==> src/rtl/systolic_pkg.sv <==
// Shared types and constants for the systolic array blocks (feeder, PE, MAC).
package systolic_pkg;

  typedef enum logic [1:0] {
    IDLE,
    STREAM,
    FLUSH
  } feeder_state_e;

  localparam int DEFAULT_DATA_WIDTH = 16;

endpackage

==> src/rtl/skew_delay_line.sv <==
// DEPTH-stage shift register of {valid, data}; DEPTH=0 degenerates to a wire.
module skew_delay_line #(
  parameter int WIDTH = 16,
  parameter int DEPTH = 1
) (
  input  logic             clk,
  input  logic             rst,
  input  logic             in_valid,
  input  logic [WIDTH-1:0] in_data,
  output logic             out_valid,
  output logic [WIDTH-1:0] out_data
);

  generate
    if (DEPTH == 0) begin : g_pass
      logic unused_clk_rst;
      assign unused_clk_rst = clk ^ rst;
      assign out_valid = in_valid;
      assign out_data  = in_data;
    end else begin : g_shift
      logic [DEPTH-1:0] valid_q;
      logic [WIDTH-1:0] data_q [DEPTH];

      always_ff @(posedge clk) begin
        if (rst) begin
          valid_q <= '0;
          for (int i = 0; i < DEPTH; i++) data_q[i] <= '0;
        end else begin
          valid_q[0] <= in_valid;
          data_q[0]  <= in_data;
          for (int i = 1; i < DEPTH; i++) begin
            valid_q[i] <= valid_q[i-1];
            data_q[i]  <= data_q[i-1];
          end
        end
      end

      assign out_valid = valid_q[DEPTH-1];
      assign out_data  = data_q[DEPTH-1];
    end
  endgenerate

endmodule

==> src/rtl/systolic_skew_feeder.sv <==
// West-edge activation feeder: registers each accepted vector, then delays lane r by r
// extra cycles to form the diagonal wavefront, and pulses tile_done_o when a tile has drained.
module systolic_skew_feeder
  import systolic_pkg::*;
#(
  parameter int DATA_WIDTH = DEFAULT_DATA_WIDTH,
  parameter int ROWS       = 4,
  parameter int MAX_BEATS  = 64
) (
  input  logic                            clk,
  input  logic                            rst,
  input  logic                            in_valid,
  output logic                            in_ready,
  input  logic [ROWS*DATA_WIDTH-1:0]      in_data,
  input  logic                            in_last,
  output logic [ROWS*DATA_WIDTH-1:0]      data_a_o,
  output logic [ROWS-1:0]                 acc_en_o,
  output logic                            tile_done_o,
  output logic [$clog2(MAX_BEATS+1)-1:0]  beat_cnt_o
);

  localparam int CW = $clog2(MAX_BEATS + 1);
  localparam int FW = (ROWS > 1) ? $clog2(ROWS) : 1;

  feeder_state_e state, state_next;
  logic [CW-1:0] beat_cnt, beat_cnt_next;
  logic [FW-1:0] flush_cnt, flush_cnt_next;
  logic accept;
  logic is_last;
  logic done_next;
  logic done_q;
  logic valid_s0;
  logic [ROWS*DATA_WIDTH-1:0] data_s0;

  assign accept  = in_valid && in_ready;
  assign is_last = in_last || (beat_cnt == CW'(MAX_BEATS - 1));

  always_ff @(posedge clk) begin
    if (rst) begin
      state     <= IDLE;
      beat_cnt  <= '0;
      flush_cnt <= '0;
      done_q    <= 1'b0;
    end else begin
      state     <= state_next;
      beat_cnt  <= beat_cnt_next;
      flush_cnt <= flush_cnt_next;
      done_q    <= done_next;
    end
  end

  // FLUSH lasts exactly ROWS cycles so its final cycle lines up with the last beat on lane ROWS-1.
  always_comb begin
    state_next     = state;
    beat_cnt_next  = beat_cnt;
    flush_cnt_next = flush_cnt;
    case (state)
      IDLE: begin
        if (accept) begin
          beat_cnt_next  = CW'(1);
          flush_cnt_next = '0;
          state_next     = is_last ? FLUSH : STREAM;
        end
      end
      STREAM: begin
        if (accept) begin
          beat_cnt_next = beat_cnt + CW'(1);
          if (is_last) begin
            state_next     = FLUSH;
            flush_cnt_next = '0;
          end
        end
      end
      FLUSH: begin
        if (flush_cnt == FW'(ROWS - 1)) begin
          state_next     = IDLE;
          beat_cnt_next  = '0;
          flush_cnt_next = '0;
        end else begin
          flush_cnt_next = flush_cnt + FW'(1);
        end
      end
      default: begin
        state_next     = IDLE;
        beat_cnt_next  = '0;
        flush_cnt_next = '0;
      end
    endcase
  end

  always_comb begin
    in_ready  = !rst && (state != FLUSH);
    done_next = (state_next == FLUSH) && (flush_cnt_next == FW'(ROWS - 1));
  end

  // Idle cycles inject zero data so downstream stages never carry stale values.
  always_ff @(posedge clk) begin
    if (rst) begin
      valid_s0 <= 1'b0;
      data_s0  <= '0;
    end else begin
      valid_s0 <= accept;
      data_s0  <= accept ? in_data : '0;
    end
  end

  genvar r;
  generate
    for (r = 0; r < ROWS; r++) begin : g_lane
      logic                  lane_valid;
      logic [DATA_WIDTH-1:0] lane_data;

      skew_delay_line #(
        .WIDTH (DATA_WIDTH),
        .DEPTH (r)
      ) u_delay (
        .clk       (clk),
        .rst       (rst),
        .in_valid  (valid_s0),
        .in_data   (data_s0[r*DATA_WIDTH +: DATA_WIDTH]),
        .out_valid (lane_valid),
        .out_data  (lane_data)
      );

      assign acc_en_o[r] = lane_valid;
      assign data_a_o[r*DATA_WIDTH +: DATA_WIDTH] = lane_valid ? lane_data : '0;
    end
  endgenerate

  assign tile_done_o = done_q;
  assign beat_cnt_o  = beat_cnt;

endmodule

==> config.mk <==
export PLATFORM = sky130hd
export DESIGN_NAME = systolic_skew_feeder
export DESIGN_NICKNAME = d
export VERILOG_FILES = /design/src/rtl/systolic_pkg.sv /design/src/rtl/skew_delay_line.sv /design/src/rtl/systolic_skew_feeder.sv
export SDC_FILE = /design/constraint.sdc
export NUM_CORES = 1
export LEC_CHECK = 0
export BUFFER_PORTS_ARGS = -buffer_cell sky130_fd_sc_hd__buf_2
export CORE_MARGIN = 10
export CORE_UTILIZATION = 49
export CTS_BUF_LIST = sky130_fd_sc_hd__clkbuf_8
export DETAILED_ROUTE_END_ITERATION = 10
export PLACE_DENSITY = 0.78
export SLEW_MARGIN = 20
export SYNTH_ARGS = -nofsm -noshare
export SYNTH_HDL_FRONTEND = slang
export SYNTH_SLANG_ARGS = --single-unit
==> constraint.sdc <==
create_clock -name clk -period 1.65 [get_ports clk]
set_input_delay 0.0825 -clock clk [delete_from_list [all_inputs] [get_ports clk]]
set_output_delay 0.0825 -clock clk [all_outputs]
set_load 0.05 [all_outputs]
# After elaboration in Yosys (flattened, before gate mapping)
# Memories as Yosys holds them, arrays and structs flattened.
# Cells that the tools add are included.
# W data, S select, Z words.
# totals
ff_bits	83
ram_bits	96
n_memories	3
# op_classes
n_mux	29
n_reduce_logical	9
eq_ne	10
bitwise_logic	6
addsub	2
# mem_list
name	words	word_bits	rd	rd_ports_with_merged_regs	wr	line	text
g_lane[3].u_delay.g_shift.data_q	3	16	3	0	3	skew_delay_line.sv:22	logic [WIDTH-1:0] data_q [DEPTH];
g_lane[2].u_delay.g_shift.data_q	2	16	2	0	2	skew_delay_line.sv:22	
g_lane[1].u_delay.g_shift.data_q	1	16	1	0	1	skew_delay_line.sv:22	
# op_table
operator	count
$mux W16	10
$mux W7	3
$pmux W7 S3	1
$mux W2	9
$reduce_or A16 Y1	1
$pmux W2 S3	2
$eq A2 B2 Y1 const B	4
$ne A2 B2 Y1 const B	4
$add A7 B1 Y7 const B	1
$eq A7 B6 Y1 const B	1
$or A1 B1 Y1	5
$mux W1	4
$logic_and A1 B1 Y1	3
$reduce_and A3 Y1	1
$add A2 B1 Y2 const B	1
$eq A2 B1 Y1 const B	1
$logic_not A2 Y1	1
$reduce_or A2 Y1	1
$logic_not A1 Y1	1
$logic_or A1 B1 Y1	1
$not A1 Y1	1

# Depth between registers and ports, before layout
# depth
depth_word	7
mapped_depth	6

# By module
# From an unflattened synthesis, not the netlist that was laid out.
# unflattened
cells_unflattened	543
area_unflattened_um2	5949.5
# by_module_without_submodules
module	n_inst	area_per_inst_um2	cells_each	seq_area_each_um2
systolic_skew_feeder	1	2803.9	281	1541.5
skew_delay_line (g_lane[3].u_delay)	1	1485.2	123	1021.0
skew_delay_line (g_lane[2].u_delay)	1	1057.3	87	680.7
skew_delay_line (g_lane[1].u_delay)	1	475.5	35	340.3
skew_delay_line (g_lane[0].u_delay)	1	127.6	17	0.0

# Least setup slack after synthesis
# Ideal clock, no wire load.
# synth_path
path_type	reg-to-reg
startpoint	reg beat_cnt[0], in the netlist beat_cnt_o[0]
endpoint	reg state[1]
stages_incl_launch_ff	6
setup_slack_ns	-0.323
arrival_ns	1.902
setup_ns	0.071
path_cell_list	dfxtp_1 ha_1 and3_1 a41oi_1 or3b_2 a21oi_1
# synth_between
elab_chain_len	5
elab_cells_between_ends	7
classes_between	eq/ne: 1; mux: 5; reduce/logical: 1
# synth_lines
element	line	text
start: declaration	systolic_skew_feeder.sv:26	logic [CW-1:0] beat_cnt, beat_cnt_next;
start signal: assignment	systolic_skew_feeder.sv:46	beat_cnt <= beat_cnt_next;
$eq A7 B6 Y1 *	systolic_skew_feeder.sv:36	assign is_last = in_last || (beat_cnt == CW'(MAX_BEATS - 1));
$logic_or A1 B1 Y1 *	systolic_skew_feeder.sv:36	
$mux W2, on equally long branches	systolic_skew_feeder.sv:68, systolic_skew_feeder.sv:62	
$mux W2, on equally long branches	systolic_skew_feeder.sv:66, systolic_skew_feeder.sv:59	
$pmux W2 S3 *	systolic_skew_feeder.sv:57	case (state)
end signal: assignment	systolic_skew_feeder.sv:45	state <= state_next;
end: declaration	systolic_skew_feeder.sv:25	feeder_state_e state, state_next;
# Every way passes the cells marked *; elsewhere a longest branch is shown, timed or not.
# A chain may end at the register's enable or synchronous reset.

# Worst setup path in the final report
# layout_path
startpoint	reg flush_cnt[0]
endpoint	reg beat_cnt[5], in the netlist beat_cnt_o[5]
# layout_between
elab_chain_len	3
# layout_lines
element	line	text
start: declaration	systolic_skew_feeder.sv:27	logic [FW-1:0] flush_cnt, flush_cnt_next;
start signal: assignment	systolic_skew_feeder.sv:47	flush_cnt <= flush_cnt_next;
$eq A2 B2 Y1	systolic_skew_feeder.sv:75	if (flush_cnt == FW'(ROWS - 1)) begin
$ne A2 B2 Y1 (no source line)	--	
$reduce_and A3 Y1 (no source line)	--	
# No other way between the ends.

==> results.json <==
{
  "grt_pass1_wl_um": 19240,
  "status": "finished clean",
  "crit_type": "reg2reg",
  "rows": 38,
  "skew_ns": 0.006757,
  "synthDistinctLibCells": 37,
  "clock_tree.buffer_depth": 2,
  "ff2ff_path_depth": 5,
  "synth_top_cells_by_area": "dfxtp_1 (65%), and2_1 (15%), nor2b_1 (11%), clkbuf_1 (1.5%), a21oi_1 (0.55%)",
  "r2r-start": "flush_cnt[0]",
  "cts_htree_levels": 4,
  "setup-violations-final": 0,
  "crit_path_end_kind": "flip-flop",
  "gp_congestion": 0.8187,
  "viasPerCell": 4.407,
  "pin_count": 145,
  "first_pass_iters": 4,
  "grt_max_degree": 104,
  "first_iter_violations": 215,
  "syn2layout_area_growth_pct": 35.95,
  "hp-class": "in2reg",
  "hold_end": "state[0]",
  "ys_ff_latch": 176,
  "cts_tree": "yes",
  "hold_path_startpoint": "in_last",
  "drive_gt1_frac": 0.2811,
  "ir_drop_mv": 0.6809,
  "max_clock_freq_ghz": 0.6344,
  "clk_latency_ns": 0.45,
  "hold_viol_final": 0,
  "placedCellCount": 749,
  "hold_depth": 4,
  "grt.total_usage": 0.1519,
  "via_count": 3737,
  "setup_tns_ns": 0,
  "synth_largest_area_cell": "dfxtp_1",
  "dieWidth_um": 125.4,
  "grt_pass1_vias": 3811,
  "die_y_um": 125.4,
  "yosysSeqAreaShare": 0.6469,
  "netlist_area_um2": 5446,
  "start_util": 0.5024,
  "post-dp-hpwl_um": 7525,
  "maxCapViolations": 0,
  "rr_endpoint": "beat_cnt_o[5]",
  "rsz0062_at_grt": "false",
  "syn_inst": 489,
  "numCtsBuffers": 17,
  "cts_sinks": 176,
  "cp-start-kind": "flip-flop",
  "crit_arrival_ns": 1.96,
  "postLayoutCoreUtil": 0.6831,
  "powerDensity_nw_per_um2": 1057,
  "reg2reg_slack_ns": 0.07,
  "wire_per_inst_um": 14.15,
  "period_needed_ns": 1.576,
  "synth_top_area_frac": 0.6469,
  "slew_viol_final": 0,
  "crit_required_ns": 2.04,
  "diodes": 0,
  "synth_nets": 559,
  "yosysWarnings": 0,
  "post-route-period-util": 0.9553,
  "cts_root_buf": "clkbuf_8",
  "core_area_um2": 10840,
  "nets": 765,
  "overflow": 0,
  "avgSynthCellArea_um2": 11.14,
  "relSlewSlack": 0.7156,
  "antenna_found_initial": 0,
  "wl_um": 12000,
  "worst_pin_slew_ns": 0.4266,
  "fillers": 824,
  "drc": 0,
  "die_area_um2": 15730,
  "clkTransAtPathRegs_ns": 0.09,
  "power.leakage_nw": 3.347,
  "portBuffers": 144,
  "worstPathMaxFanout": 7,
  "ant_nets": 0,
  "stdcell_count": 848
}
==> worst max path at each step <==
stage                     slack [ns]                            startpoint            end  cells after the start
after floorplan                0.001                         beat_cnt_o[0]       state[1]                      5
after global placement          0.11                         beat_cnt_o[0]       state[1]                      5
after detailed placement        0.03                         beat_cnt_o[0]   flush_cnt[0]                      5
after CTS                      0.009  g_lane[3].u_delay.g_shift.valid_q[2]   data_a_o[63]                      2
after global routing            0.02  g_lane[2].u_delay.g_shift.valid_q[0]   data_a_o[24]                      2
final                           0.07                          flush_cnt[0]  beat_cnt_o[5]                      5
==> logic make-up (layout without fill, tap and decap cells) <==
kind of cell               after synthesis  after routing  share of synthesized area
DFF                                    176            176                     0.6469
and+or+nand+nor                        253            253                     0.2883
muxes                                    1              1                   0.001838
buffers and inverters                   32            251                    0.02642
AOI/OAI and AO/OA                       22             22                    0.02711
adders and majority gates                2              2                   0.004594
xor gates and xnor gates                 3              3                   0.004825
==> Yosys cell counts (all sizes together) <==
master	count
nor2b	100
a211oi	2
and3	3
nor2	7
buf	7
a31oi	2
ha	2
xor2	3
a2111oi	1
nor3	1
mux2i	1
or3	1
o21ai	4
a32o	1
nand3	2
or4	1
a41oi	1
nand3b	1
or3b	2
and2	128
o31ai	1
nand2	1
clkbuf	22
a21oi	6
nand2b	2
inv	3
nor4	1
a32oi	1
o211ai	3
dfxtp	176
and2b	3
==> what timing repair did <==
action / 4_1_cts / 5_1_grt
endpoints found under the hold margin: 70 / 0
endpoints found under the setup margin: 21 / 38
pin swaps: 0 / 1
hold buffers: 66 / 0
gates resized for setup: 4 / 8
buffers inserted: 0 / 1
==> cells in the final DEF (no fill, tap or decap), drive strengths merged <==
cell type,n
bufinv,1
nor4,1
nand2,1
nor2,7
nand3b,1
mux2i,1
inv,10
o31ai,1
a31oi,2
a41oi,1
buf,150
a21oi,6
dlygate4sd3,66
nor3,1
ha,2
clkbuf,18
clkinv,2
clkinvlp,4
and3,3
or4,1
a211oi,2
nand2b,2
o21ai,4
a2111oi,1
xor2,3
or3b,2
or3,1
o211ai,3
nand3,2
a32oi,1
and2,128
a32o,1
dfxtp,176
and2b,3
nor2b,100
==> layout make-up <==
class	count	area, um^2	area share
Sequential cell	176	3540	0.4780
Clock inverter	14	148.9	0.02011
Clock buffer	18	247.7	0.03346
Multi-Input combinational cell	281	1822	0.2460
Tap cell	140	175.2	0.02366
Inverter	3	11.26	0.001521
Timing Repair Buffer	216	1460	0.1972
==> registers in the layout, summed over array words and instances, names as in the netlist <==
name                            count
data_s0                            64
g_lane.u_delay.g_shift.valid_q      3
state                               2
g_lane.u_delay.g_shift.data_q      96
flush_cnt                           2
beat_cnt_o                          7
valid_s0                            1
tile_done_o                         1
==> metal layers <==
layer,vias up,part of all wire,GRT usage
li1,1924,-,-
met1,1648,0.41,0.1577
met2,139,0.49,0.2627
met3,26,0.072,0.06084
met4,0,0.022,0.07114
met5,-,0,0
==> power breakdown <==
group | switching (mW) | internal (mW) | total, mW
combinational | 0.243 | 0.284 | 0.527
sequential | 0.0456 | 4.37 | 4.41
clock | 1.60 | 1.29 | 2.89
==> critical path, cell delays in order, from the launching register on <==
cell     delay, ns
dfxtp_1       0.39
ha_1          0.20
or3b_4        0.17
o21ai_2       0.07
or4_1         0.53
a21oi_1       0.15
==> stage by stage <==
| step | power (mW) | hold slack, ns | setup slack [ns] | area, um^2 |
|---|---|---|---|---|
| 3_5_place_dp | 4.898 | 0.2836 | 0.03196 | 6307 |
| 3_3_place_gp | 4.876 | 0.2807 | 0.1052 | 6307 |
| 4_1_cts | 7.879 | 0.04713 | 0.009480 | 7371 |
| 5_1_grt | 8.155 | 0.07991 | 0.01745 | 7405 |
| 6_report | 7.829 | 0.08827 | 0.07372 | 7405 |
| 2_1_floorplan | 4.746 | 0.2042 | 0.001295 | 5472 |
Note: power is estimated with default switching activity, not from simulation.
